`config.mk`:
```
export PLATFORM = sky130hd
export DESIGN_NAME = he_mem_test_sequencer
export DESIGN_NICKNAME = d
export VERILOG_FILES = /design/src/rtl/he_mem_seq_pkg.sv /design/src/rtl/he_mem_seq_timer.sv /design/src/rtl/he_mem_test_sequencer.sv
export SDC_FILE = /design/constraint.sdc
export NUM_CORES = 1
export LEC_CHECK = 0
export ABC_AREA = 1
export CAP_MARGIN = 20
export CORE_MARGIN = 2
export CORE_UTILIZATION = 49
export DETAILED_ROUTE_END_ITERATION = 10
export GPL_TIMING_DRIVEN = 0
export PLACE_DENSITY_LB_ADDON = 0.3
export SYNTH_ARGS = -nofsm -noshare
export SYNTH_HDL_FRONTEND = slang
export SYNTH_SLANG_ARGS = --single-unit
```
`constraint.sdc`:
```
create_clock -name clk -period 13.15 [get_ports clk]
set_clock_uncertainty 0.1 [all_clocks]
set_input_delay 1.315 -clock clk [delete_from_list [all_inputs] [get_ports clk]]
set_output_delay 1.315 -clock clk [all_outputs]
set_load 0.03 [all_outputs]
```
`src/rtl/he_mem_seq_pkg.sv`:
```
// Shared types and constants for the HE-MEM CSR test sequencer.
package he_mem_seq_pkg;

  typedef enum logic [3:0] {
    S_IDLE,
    S_RD_EDFH,
    S_RD_ESTAT,
    S_EGAP,
    S_WR_SRC,
    S_WR_DST,
    S_WR_NUM,
    S_WR_CFG,
    S_WR_CTL_RUN,
    S_WR_CTL_GO,
    S_RD_STAT,
    S_GAP,
    S_RD_ERR,
    S_WR_CTL_STOP,
    S_FIN
  } seq_state_e;

  // HE-LB register offsets relative to AFU_BASE
  localparam logic [15:0] OFF_SRC     = 16'h0120;
  localparam logic [15:0] OFF_DST     = 16'h0128;
  localparam logic [15:0] OFF_NUM     = 16'h0130;
  localparam logic [15:0] OFF_CTL     = 16'h0138;
  localparam logic [15:0] OFF_CFG     = 16'h0140;
  localparam logic [15:0] OFF_STATUS0 = 16'h0160;
  localparam logic [15:0] OFF_ERROR   = 16'h0170;

  // EMIF feature block offsets relative to EMIF_BASE
  localparam logic [15:0] OFF_EMIF_DFH    = 16'h0000;
  localparam logic [15:0] OFF_EMIF_STATUS = 16'h0008;
  localparam logic [11:0] EMIF_FEAT_ID    = 12'h009;

  // CTL register values: reset released, go, stop
  localparam logic [63:0] CTL_RUN  = 64'h1;
  localparam logic [63:0] CTL_GO   = 64'h3;
  localparam logic [63:0] CTL_STOP = 64'h7;

  localparam logic [2:0] ERR_OK       = 3'd0;
  localparam logic [2:0] ERR_TIMEOUT  = 3'd1;
  localparam logic [2:0] ERR_AFU      = 3'd2;
  localparam logic [2:0] ERR_FEAT     = 3'd3;
  localparam logic [2:0] ERR_CAL      = 3'd4;

endpackage

```
`src/rtl/he_mem_seq_timer.sv`:
```
// Poll-gap down-counter and timeout up-counter for the HE-MEM sequencer.
module he_mem_seq_timer #(
  parameter int unsigned POLL_GAP    = 64,
  parameter int unsigned TIMEOUT_CYC = 1_000_000
) (
  input  logic clk,
  input  logic rst,
  input  logic gap_load,
  output logic gap_zero,
  input  logic to_clr,
  input  logic to_en,
  output logic to_expired
);

  localparam logic [31:0] GAP_RELOAD = (POLL_GAP == 0) ? '0 : 32'(POLL_GAP - 1);

  logic [31:0] gap_cnt_q, gap_cnt_d;
  logic [31:0] to_cnt_q, to_cnt_d;

  assign gap_zero   = (gap_cnt_q == '0);
  assign to_expired = (to_cnt_q >= TIMEOUT_CYC);

  // Gap counter reloads on entry to a wait state and runs down to zero; timeout counter saturates once expired
  always_comb begin
    gap_cnt_d = gap_cnt_q;
    to_cnt_d  = to_cnt_q;
    if (gap_load) begin
      gap_cnt_d = GAP_RELOAD;
    end else if (!gap_zero) begin
      gap_cnt_d = gap_cnt_q - 32'd1;
    end
    if (to_clr) begin
      to_cnt_d = '0;
    end else if (to_en && !to_expired) begin
      to_cnt_d = to_cnt_q + 32'd1;
    end
  end

  // Counter registers
  always_ff @(posedge clk or posedge rst) begin
    if (rst) begin
      gap_cnt_q <= '0;
      to_cnt_q  <= '0;
    end else begin
      gap_cnt_q <= gap_cnt_d;
      to_cnt_q  <= to_cnt_d;
    end
  end

endmodule

```
`src/rtl/he_mem_test_sequencer.sv`:
```
// CSR master that configures, starts, polls and stops the HE-MEM (HE-LB) AFU.
// Define HE_MEM_SEQ_EMIF_CAL_CHECK_EN to check the EMIF feature ID and wait
// for memory calibration before touching the AFU.
module he_mem_test_sequencer
  import he_mem_seq_pkg::*;
#(
  parameter int unsigned        ADDR_W      = 16,
  parameter logic [ADDR_W-1:0]  AFU_BASE    = '0,
  parameter logic [ADDR_W-1:0]  EMIF_BASE   = '0,
  parameter int unsigned        NUM_EMIF_CH = 4,
  parameter int unsigned        POLL_GAP    = 64,
  parameter int unsigned        TIMEOUT_CYC = 1_000_000
) (
  input  logic              clk,
  input  logic              rst,
  input  logic              start,
  input  logic [63:0]       cfg_src_addr,
  input  logic [63:0]       cfg_dst_addr,
  input  logic [31:0]       cfg_num_lines,
  input  logic [31:0]       cfg_mode,
  output logic              csr_req_valid,
  input  logic              csr_req_ready,
  output logic              csr_req_write,
  output logic [ADDR_W-1:0] csr_req_addr,
  output logic [63:0]       csr_req_wdata,
  input  logic              csr_rsp_valid,
  input  logic [63:0]       csr_rsp_rdata,
  output logic              busy,
  output logic              done,
  output logic [2:0]        err_code,
  output logic [63:0]       status0
);

  localparam logic [63:0] CAL_MASK =
    (NUM_EMIF_CH >= 64) ? '1 : ((64'd1 << NUM_EMIF_CH) - 64'd1);

  seq_state_e  state_q, state_d;
  logic        rd_pend_q, rd_pend_d;
  logic [63:0] src_q, src_d;
  logic [63:0] dst_q, dst_d;
  logic [31:0] num_q, num_d;
  logic [31:0] mode_q, mode_d;
  logic [2:0]  err_q, err_d;
  logic [63:0] status0_q, status0_d;

  logic gap_load, gap_zero, to_clr, to_en, to_expired;
  logic acc, rsp, cal_ok;

  function automatic logic [ADDR_W-1:0] afu_addr(input logic [15:0] off);
    return AFU_BASE + ADDR_W'(off);
  endfunction

  function automatic logic [ADDR_W-1:0] emif_addr(input logic [15:0] off);
    return EMIF_BASE + ADDR_W'(off);
  endfunction

  he_mem_seq_timer #(
    .POLL_GAP    (POLL_GAP),
    .TIMEOUT_CYC (TIMEOUT_CYC)
  ) u_timer (
    .clk        (clk),
    .rst        (rst),
    .gap_load   (gap_load),
    .gap_zero   (gap_zero),
    .to_clr     (to_clr),
    .to_en      (to_en),
    .to_expired (to_expired)
  );

  // Responses only count while a read is outstanding
  assign acc    = csr_req_valid && csr_req_ready;
  assign rsp    = rd_pend_q && csr_rsp_valid;
  assign cal_ok = ((csr_rsp_rdata & CAL_MASK) == CAL_MASK);

  assign busy     = (state_q != S_IDLE) && (state_q != S_FIN);
  assign done     = (state_q == S_FIN);
  assign err_code = err_q;
  assign status0  = status0_q;

  // Request fields are a pure function of state and latched config, so they hold while stalled
  always_comb begin
    csr_req_valid = 1'b0;
    csr_req_write = 1'b0;
    csr_req_addr  = '0;
    csr_req_wdata = '0;
    case (state_q)
      S_WR_SRC:      begin csr_req_valid = 1'b1; csr_req_write = 1'b1; csr_req_addr = afu_addr(OFF_SRC); csr_req_wdata = src_q; end
      S_WR_DST:      begin csr_req_valid = 1'b1; csr_req_write = 1'b1; csr_req_addr = afu_addr(OFF_DST); csr_req_wdata = dst_q; end
      S_WR_NUM:      begin csr_req_valid = 1'b1; csr_req_write = 1'b1; csr_req_addr = afu_addr(OFF_NUM); csr_req_wdata = {32'h0, num_q}; end
      S_WR_CFG:      begin csr_req_valid = 1'b1; csr_req_write = 1'b1; csr_req_addr = afu_addr(OFF_CFG); csr_req_wdata = {32'h0, mode_q}; end
      S_WR_CTL_RUN:  begin csr_req_valid = 1'b1; csr_req_write = 1'b1; csr_req_addr = afu_addr(OFF_CTL); csr_req_wdata = CTL_RUN; end
      S_WR_CTL_GO:   begin csr_req_valid = 1'b1; csr_req_write = 1'b1; csr_req_addr = afu_addr(OFF_CTL); csr_req_wdata = CTL_GO; end
      S_WR_CTL_STOP: begin csr_req_valid = 1'b1; csr_req_write = 1'b1; csr_req_addr = afu_addr(OFF_CTL); csr_req_wdata = CTL_STOP; end
      S_RD_STAT:     begin csr_req_valid = !rd_pend_q; csr_req_addr = afu_addr(OFF_STATUS0); end
      S_RD_ERR:      begin csr_req_valid = !rd_pend_q; csr_req_addr = afu_addr(OFF_ERROR); end
      S_RD_EDFH:     begin csr_req_valid = !rd_pend_q; csr_req_addr = emif_addr(OFF_EMIF_DFH); end
      S_RD_ESTAT:    begin csr_req_valid = !rd_pend_q; csr_req_addr = emif_addr(OFF_EMIF_STATUS); end
      default: ;
    endcase
  end

  // Next-state, read tracking and result capture
  always_comb begin
    state_d   = state_q;
    rd_pend_d = rd_pend_q;
    src_d     = src_q;
    dst_d     = dst_q;
    num_d     = num_q;
    mode_d    = mode_q;
    err_d     = err_q;
    status0_d = status0_q;
    gap_load  = 1'b0;
    to_clr    = 1'b0;
    to_en     = 1'b0;

    if (acc && !csr_req_write) begin
      rd_pend_d = 1'b1;
    end
    if (rsp) begin
      rd_pend_d = 1'b0;
    end

    case (state_q)
      S_IDLE: begin
        if (start) begin
          src_d  = cfg_src_addr;
          dst_d  = cfg_dst_addr;
          num_d  = cfg_num_lines;
          mode_d = cfg_mode;
          err_d  = ERR_OK;
`ifdef HE_MEM_SEQ_EMIF_CAL_CHECK_EN
          state_d = S_RD_EDFH;
`else
          state_d = S_WR_SRC;
`endif
        end
      end
      // EMIF states are reachable only through the calibration-check entry above
      S_RD_EDFH: begin
        if (rsp) begin
          if (csr_rsp_rdata[11:0] != EMIF_FEAT_ID) begin
            err_d   = ERR_FEAT;
            state_d = S_FIN;
          end else begin
            to_clr  = 1'b1;
            state_d = S_RD_ESTAT;
          end
        end
      end
      S_RD_ESTAT: begin
        to_en = 1'b1;
        if (rsp) begin
          if (cal_ok) begin
            state_d = S_WR_SRC;
          end else if (to_expired) begin
            err_d   = ERR_CAL;
            state_d = S_FIN;
          end else begin
            gap_load = 1'b1;
            state_d  = S_EGAP;
          end
        end
      end
      S_EGAP: begin
        to_en = 1'b1;
        if (to_expired) begin
          err_d   = ERR_CAL;
          state_d = S_FIN;
        end else if (gap_zero) begin
          state_d = S_RD_ESTAT;
        end
      end
      S_WR_SRC:     if (acc) state_d = S_WR_DST;
      S_WR_DST:     if (acc) state_d = S_WR_NUM;
      S_WR_NUM:     if (acc) state_d = S_WR_CFG;
      S_WR_CFG:     if (acc) state_d = S_WR_CTL_RUN;
      S_WR_CTL_RUN: if (acc) state_d = S_WR_CTL_GO;
      S_WR_CTL_GO: begin
        if (acc) begin
          to_clr  = 1'b1;
          state_d = S_RD_STAT;
        end
      end
      // A completing read wins over a timeout reached in the same cycle
      S_RD_STAT: begin
        to_en = 1'b1;
        if (rsp) begin
          status0_d = csr_rsp_rdata;
          if (csr_rsp_rdata[63:32] >= num_q) begin
            state_d = S_RD_ERR;
          end else if (to_expired) begin
            err_d   = ERR_TIMEOUT;
            state_d = S_WR_CTL_STOP;
          end else begin
            gap_load = 1'b1;
            state_d  = S_GAP;
          end
        end
      end
      S_GAP: begin
        to_en = 1'b1;
        if (to_expired) begin
          err_d   = ERR_TIMEOUT;
          state_d = S_WR_CTL_STOP;
        end else if (gap_zero) begin
          state_d = S_RD_STAT;
        end
      end
      S_RD_ERR: begin
        if (rsp) begin
          if (csr_rsp_rdata != '0) begin
            err_d = ERR_AFU;
          end
          state_d = S_WR_CTL_STOP;
        end
      end
      S_WR_CTL_STOP: if (acc) state_d = S_FIN;
      S_FIN:         state_d = S_IDLE;
      default:       state_d = S_IDLE;
    endcase
  end

  // State and datapath registers
  always_ff @(posedge clk or posedge rst) begin
    if (rst) begin
      state_q   <= S_IDLE;
      rd_pend_q <= 1'b0;
      src_q     <= '0;
      dst_q     <= '0;
      num_q     <= '0;
      mode_q    <= '0;
      err_q     <= '0;
      status0_q <= '0;
    end else begin
      state_q   <= state_d;
      rd_pend_q <= rd_pend_d;
      src_q     <= src_d;
      dst_q     <= dst_d;
      num_q     <= num_d;
      mode_q    <= mode_d;
      err_q     <= err_d;
      status0_q <= status0_d;
    end
  end

endmodule
```
Word-level counts from Yosys, hierarchy flattened
Cells that the tools add are included.

cells by class
  $add $sub $neg = 2
  order comparisons = 2
  equal/unequal tests = 36
  muxes and demuxes = 55
  reductions and logical operators = 23

operator list
  cell                     count
  $pmux W64 S7             1
  $mux W32                 4
  $mux W4                  19
  $pmux W9 S8              1
  $reduce_bool A64 Y1      1
  $pmux W4 S14             1
  $mux W3                  13
  $ne A2 B2 Y1 const B     17
  $add A32 B1 Y32 const B  1
  $eq A4 B4 Y1 const B     8
  $ge A32 B20 Y1 const B   1
  $ge A32 B32 Y1           1
  $logic_not A32 Y1        1
  $sub A32 B1 Y32 const B  1
  $pmux W3 S7              1
  $eq A4 B3 Y1 const B     4
  $reduce_and A14 Y1       1
  $mux W1                  12
  $ne A12 B4 Y1 const B    1
  $reduce_and A10 Y1       1
  $eq A4 B2 Y1 const B     2
  $reduce_or A4 Y1         2
  $reduce_bool A7 Y1       1
  $reduce_or A7 Y1         1
  other kinds (11)         22

word-level totals
  bits in registers = 328
  input bits = 261
  output and inout bits = 151
  logic and storage cells = 128

Longest topological paths before layout
  depth after elaboration = 7
  depth in mapped cells = 18
  mapped depth without buffers = 17

Modules after synthesis
A second synthesis with hierarchy kept.

second synthesis, totals
  cells, all modules = 1990
  area, all modules = 16414.5 sq um

by module, submodules not included
  module                 instances  cells each  area an instance (sq um)  seq. area each (sq um)
  he_mem_test_sequencer  1          1463        12654.6                   6606.3
  he_mem_seq_timer       1          527         3759.9                    1601.5

Least setup slack after synthesis
Ideal clock, no wire load.

  path type = reg-to-output
  start = reg state_q[2]
  end = out csr_req_wdata[0]
  data arrival time = 1889 ps
  required time = 11735 ps
  setup slack = 9846 ps
  cell stages (with the launch flop) = 8
  path buffers = 1
  cell sequence = dfrtp_1 inv_2 nor2_1 inv_2 nor2_1 clkinv_1 clkbuf_1 o21ai_0

on the way
  word-level cells in the longest chain between the ends = 2
  elaborated cells between the ends (all ways) = 8
  those cells by class = eq/ne (7); mux (1)

RTL lines
  element                                              RTL line                      source
  start, declared                                      he_mem_test_sequencer.sv:37   seq_state_e state_q, state_d;
  start signal, assigned                               he_mem_test_sequencer.sv:235  state_q <= state_d;
  $eq A4 B4 Y1 / $eq A4 B3 Y1 (equally long branches)  he_mem_test_sequencer.sv:86   case (state_q)
  $pmux W64 S7 *                                       he_mem_test_sequencer.sv:86
  end, declared                                        he_mem_test_sequencer.sv:25   output logic [63:0] csr_req_wdata,

Mark *: on every way between the ends. The rest lies on a longest branch, timed or not.

Worst setup path in the final report
  start = reg state_q[2]
  end = out csr_req_wdata[3]

The elaborated chain is that of the path after synthesis.

==> summary.md <==
| Metric | Value |
|---|---|
| Hold Vio Cnt, Final | `0` |
| Initial DRC count | `between 900 and 1000` |
| Worst Reg-to-Reg Cells | `8` |
| Synth Area in Compound Gates | `a little over an eighth` |
| Commonest non-fill, non-tap cell in the layout | `clkdlybuf4s50_1` |
| Critical path type | `reg -> out` |
| RSZ-0062 raised after global routing | `no` |
| Initial antenna violation count | `7` |
| Layout area overhead | `37.5%` |
| Power share of the clock group | `between 20 and 25%` |
| Commonest cells after routing, fill and taps aside | `400 x clkdlybuf4s50_1, 383 x nand2_1, 328 x dfrtp_1` |
| Static Leak | `10.0 nW` |
| Tcrit/Tclk final | `39.1%` |
| Via count | `about 15000` |
| Reg2Reg Capture Point | `mode_q[2]$_DFFE_PP0P_` |
| Yosys warns | `0` |
| Sequential fraction of the synthesis area | `51.9%` |
| Sink Count | `328` |
| DR DRC count | `0` |
| Sequential Power Share | `between 30% and 40%` |
| Relative slew slack | `between 40% and 50%` |
| Num CTS Buffers | `37` |
| Power density over the cells | `approximately 220 nW/um^2` |
| Clk root buf | `clkbuf_16` |
| Final slew viol count | `0` |
| Routed wire length | `between 50 and 60 mm` |
| Main synth FF type | `dfrtp_1` |
| Global-route wire length before repair | `about 80 mm` |
| Total Power | `4.89 mW` |
| IO Pins | `around 410` |
| Switching share of power | `between 30% and 40%` |
| Worst Hold Class | `reg -> reg` |
| Synthesized area | `15800 sq um` |
| Clock Path Buffers | `3` |
| Yosys reg bits | `about 330` |
| Final critical-path required period | `5.15 ns` |
| Die Wd | `between 150 and 200 microns` |
| Crit. End Element | `primary output` |
| Port bufs | `400` |
| Post-synthesis simple-gate area fraction | `between 10% and 20%` |
| Status | `finished clean` |
| VDD IR max | `roughly 0.13 mV` |
| Largest net degree at the start of global routing | `129` |
| Via density | `roughly 5.3` |
| Post-Synthesis Cells | `roughly 1900` |
| R2R Setup Slk | `10.35 ns` |
| Gpl congestion | `between 0.9 and 1` |
| Routed Antenna Nets | `0` |
| Vias in the first global route | `14900` |
| Drt pass-1 iters | `5` |
| Post-synthesis adder-cell area fraction | `2.77%` |
| Mux contribution to synthesized area | `approximately 3%` |
| Initial Utilization | `50.0%` |
| Wire per inst | `between 15 and 20 microns` |
| Die Y | `184 microns` |
| Synth area leaders | `dfrtp_1 52%, nand2_1 9.1%, o21ai_0 8.0%` |
| Layout cells sized above 1 | `7.73%` |
| Setup TNS | `0 ns` |
| Grt total ovfl | `0` |
| Global-route usage over all layers | `between 30% and 40%` |
| CTS Hold Buffers Added | `0` |
| Type of origin of the critical path | `flop` |
| Leading area contributor after synthesis | `dfrtp_1` |
| Xor/xnor share of the synthesized area | `about 1.5%` |
| Setup violators final | `0` |
| Post-synth EDFFs | `0` |
| Net Sw Power | `slightly below 2 mW` |
| Hold Path End | `err_code[0]$_DFFE_PP0P_` |
| Largest family of logic cells by synthesized area | `simple AND/OR/NAND/NOR gates` |
| Synth cell types | `44` |
| Post-CTS setup buffers | `0` |
| Core footprint | `31600 sq um` |
| CTS resizes | `0` |
| Site Rows | `65` |
| Die ar. | `approximately 34000 sq um` |
| Clock Latency Late Sink | `approximately 0.53 ns` |
| HPWL after detailed placement | `between 40 and 50 mm` |
| MaxCap Viol Count | `0` |
| Internal power | `a little under 3 mW` |
| Worst Max-Slew Pin Slew | `approximately 0.80 ns` |
| WHS | `roughly 0.38 ns` |
| CTS clock-pin slew for the worst setup and hold paths | `0.06 ns` |
| Syn avg cell area | `approximately 8.4 sq um` |
| Crit-path max FO | `10` |
| Total Nets Final | `between 2000 and 3000` |
| Top-area cell type share of the netlist area | `between 50% and 60%` |
| Reg2reg start | `state_q[2]$_DFFE_PP0P_` |
| Share of total power in combinational logic | `approximately 43%` |
| CTS tree | `done` |
| CP required | `11.73 ns` |
| Fmax | `194 MHz` |
| Hold_sp | `err_code[0]$_DFFE_PP0P_` |
| Critical Path AT | `~3.7 ns` |
| Async SR Flop Fraction | `between 90% and 100%` |
| Hold path depth | `2` |
| H-tree depth | `2` |
critical path: stages, from the launching register on:
cell and delay (ns):
dfrtp_1 0.52, inv_2 0.13, nor2_1 0.21, inv_2 0.10, nor2_2 0.33, clkbuf_1 0.61, a21oi_1 0.23, o21ai_0 0.27
clkdlybuf4s50_1 0.78
worst max path at each step:
stage / start / end / depth (start not counted)
CTS: state_q[2]$_DFFE_PP0P_ / csr_req_wdata[3] / 8
global route: state_q[2]$_DFFE_PP0P_ / csr_req_wdata[3] / 8
detailed placement: state_q[2]$_DFFE_PP0P_ / csr_req_wdata[3] / 8
global placement: rst / src_q[9]$_DFFE_PP0P_ / 2
finish: state_q[2]$_DFFE_PP0P_ / csr_req_wdata[3] / 8
floorplan: rst / dst_q[0]$_DFFE_PP0P_ / 1
power by group through the flow:
stage / sequential, mW / combinational, mW / clock, mW
2_1_floorplan: 1.76 / 1.15 / 0
3_3_place_gp: 1.66 / 2.04 / 0
3_5_place_dp: 1.67 / 2.10 / 0
4_1_cts: 1.66 / 2.11 / 1.12
5_1_grt: 1.70 / 2.30 / 1.16
6_report: 1.66 / 2.11 / 1.11
stage by stage:
| stage | cells | instance area (sq um) | setup slack, ns | utilization [%] |
|---|---|---|---|---|
| detailed placement | 2703 | 20400 | 8.60 | 64.5 |
| floorplan | 1899 | 15900 | 2.65 | - |
| finish | 2775 | 21800 | 8.00 | 68.8 |
| global route | 2774 | 21700 | 7.85 | 68.7 |
| global placement | 2701 | 20400 | -1.27 | 64.4 |
| CTS | 2769 | 21700 | 8.03 | 68.7 |
routing by layer:
layer  wire length, microns  track usage (%)  share of wire (%)
met1                  21300             39.6                 40
met2                  25200             53.1                 47
met3                   4770             6.95                8.9
met4                   2280             13.3                4.3
met5                      0                0                  0
cell usage after synthesis, types with 3 or more instances:
| master | n |
|---|---|
| xor2_1 | 20 |
| a21oi_1 | 54 |
| o22ai_1 | 63 |
| ha_1 | 35 |
| o21ai_0 | 254 |
| nor4_1 | 5 |
| a21o_1 | 3 |
| dfrtp_1 | 328 |
| nor2_2 | 4 |
| nor2_1 | 149 |
| mux2_2 | 42 |
| nand3b_1 | 4 |
| o31ai_1 | 4 |
| inv_1 | 308 |
| nand3_1 | 45 |
| buf_2 | 42 |
| nand4_1 | 31 |
| o21ai_1 | 12 |
| nor3_1 | 18 |
| clkbuf_1 | 33 |
| xnor2_1 | 7 |
| inv_2 | 7 |
| buf_4 | 12 |
| nand2_1 | 383 |
layout make-up:
cell class	count	area [sq um]
fill	2536	9890
sequential	328	8210
multi-input combinational	1166	6010
timing repair buffer	402	4060
inverter	316	1190
clock buffer	54	1120
tap	402	503
buffer	89	447
clock inverter	12	193
antenna	6	15.0
cell families (layout without fill, tap and decap cells):
group,after synthesis,in the layout
buffers and inverters,405,873
AND/OR/NAND/NOR,652,652
adder cells (fa/ha/maj),35,35
AO/OA/AOI/OAI,399,399
multiplexers,42,42
flip-flops,328,328
other,1,17
XOR/XNOR,27,27
sequential cells by signal, indices dropped and copies added (netlist names):
register and cells:
u_timer.to_cnt_q 32, u_timer.gap_cnt_q 32, state_q 4, src_q 64
err_code 3, rd_pend_q 1, dst_q 64, status0 64
mode_q 32, num_q 32
No activity file was read; power rests on OpenSTA's default activity.
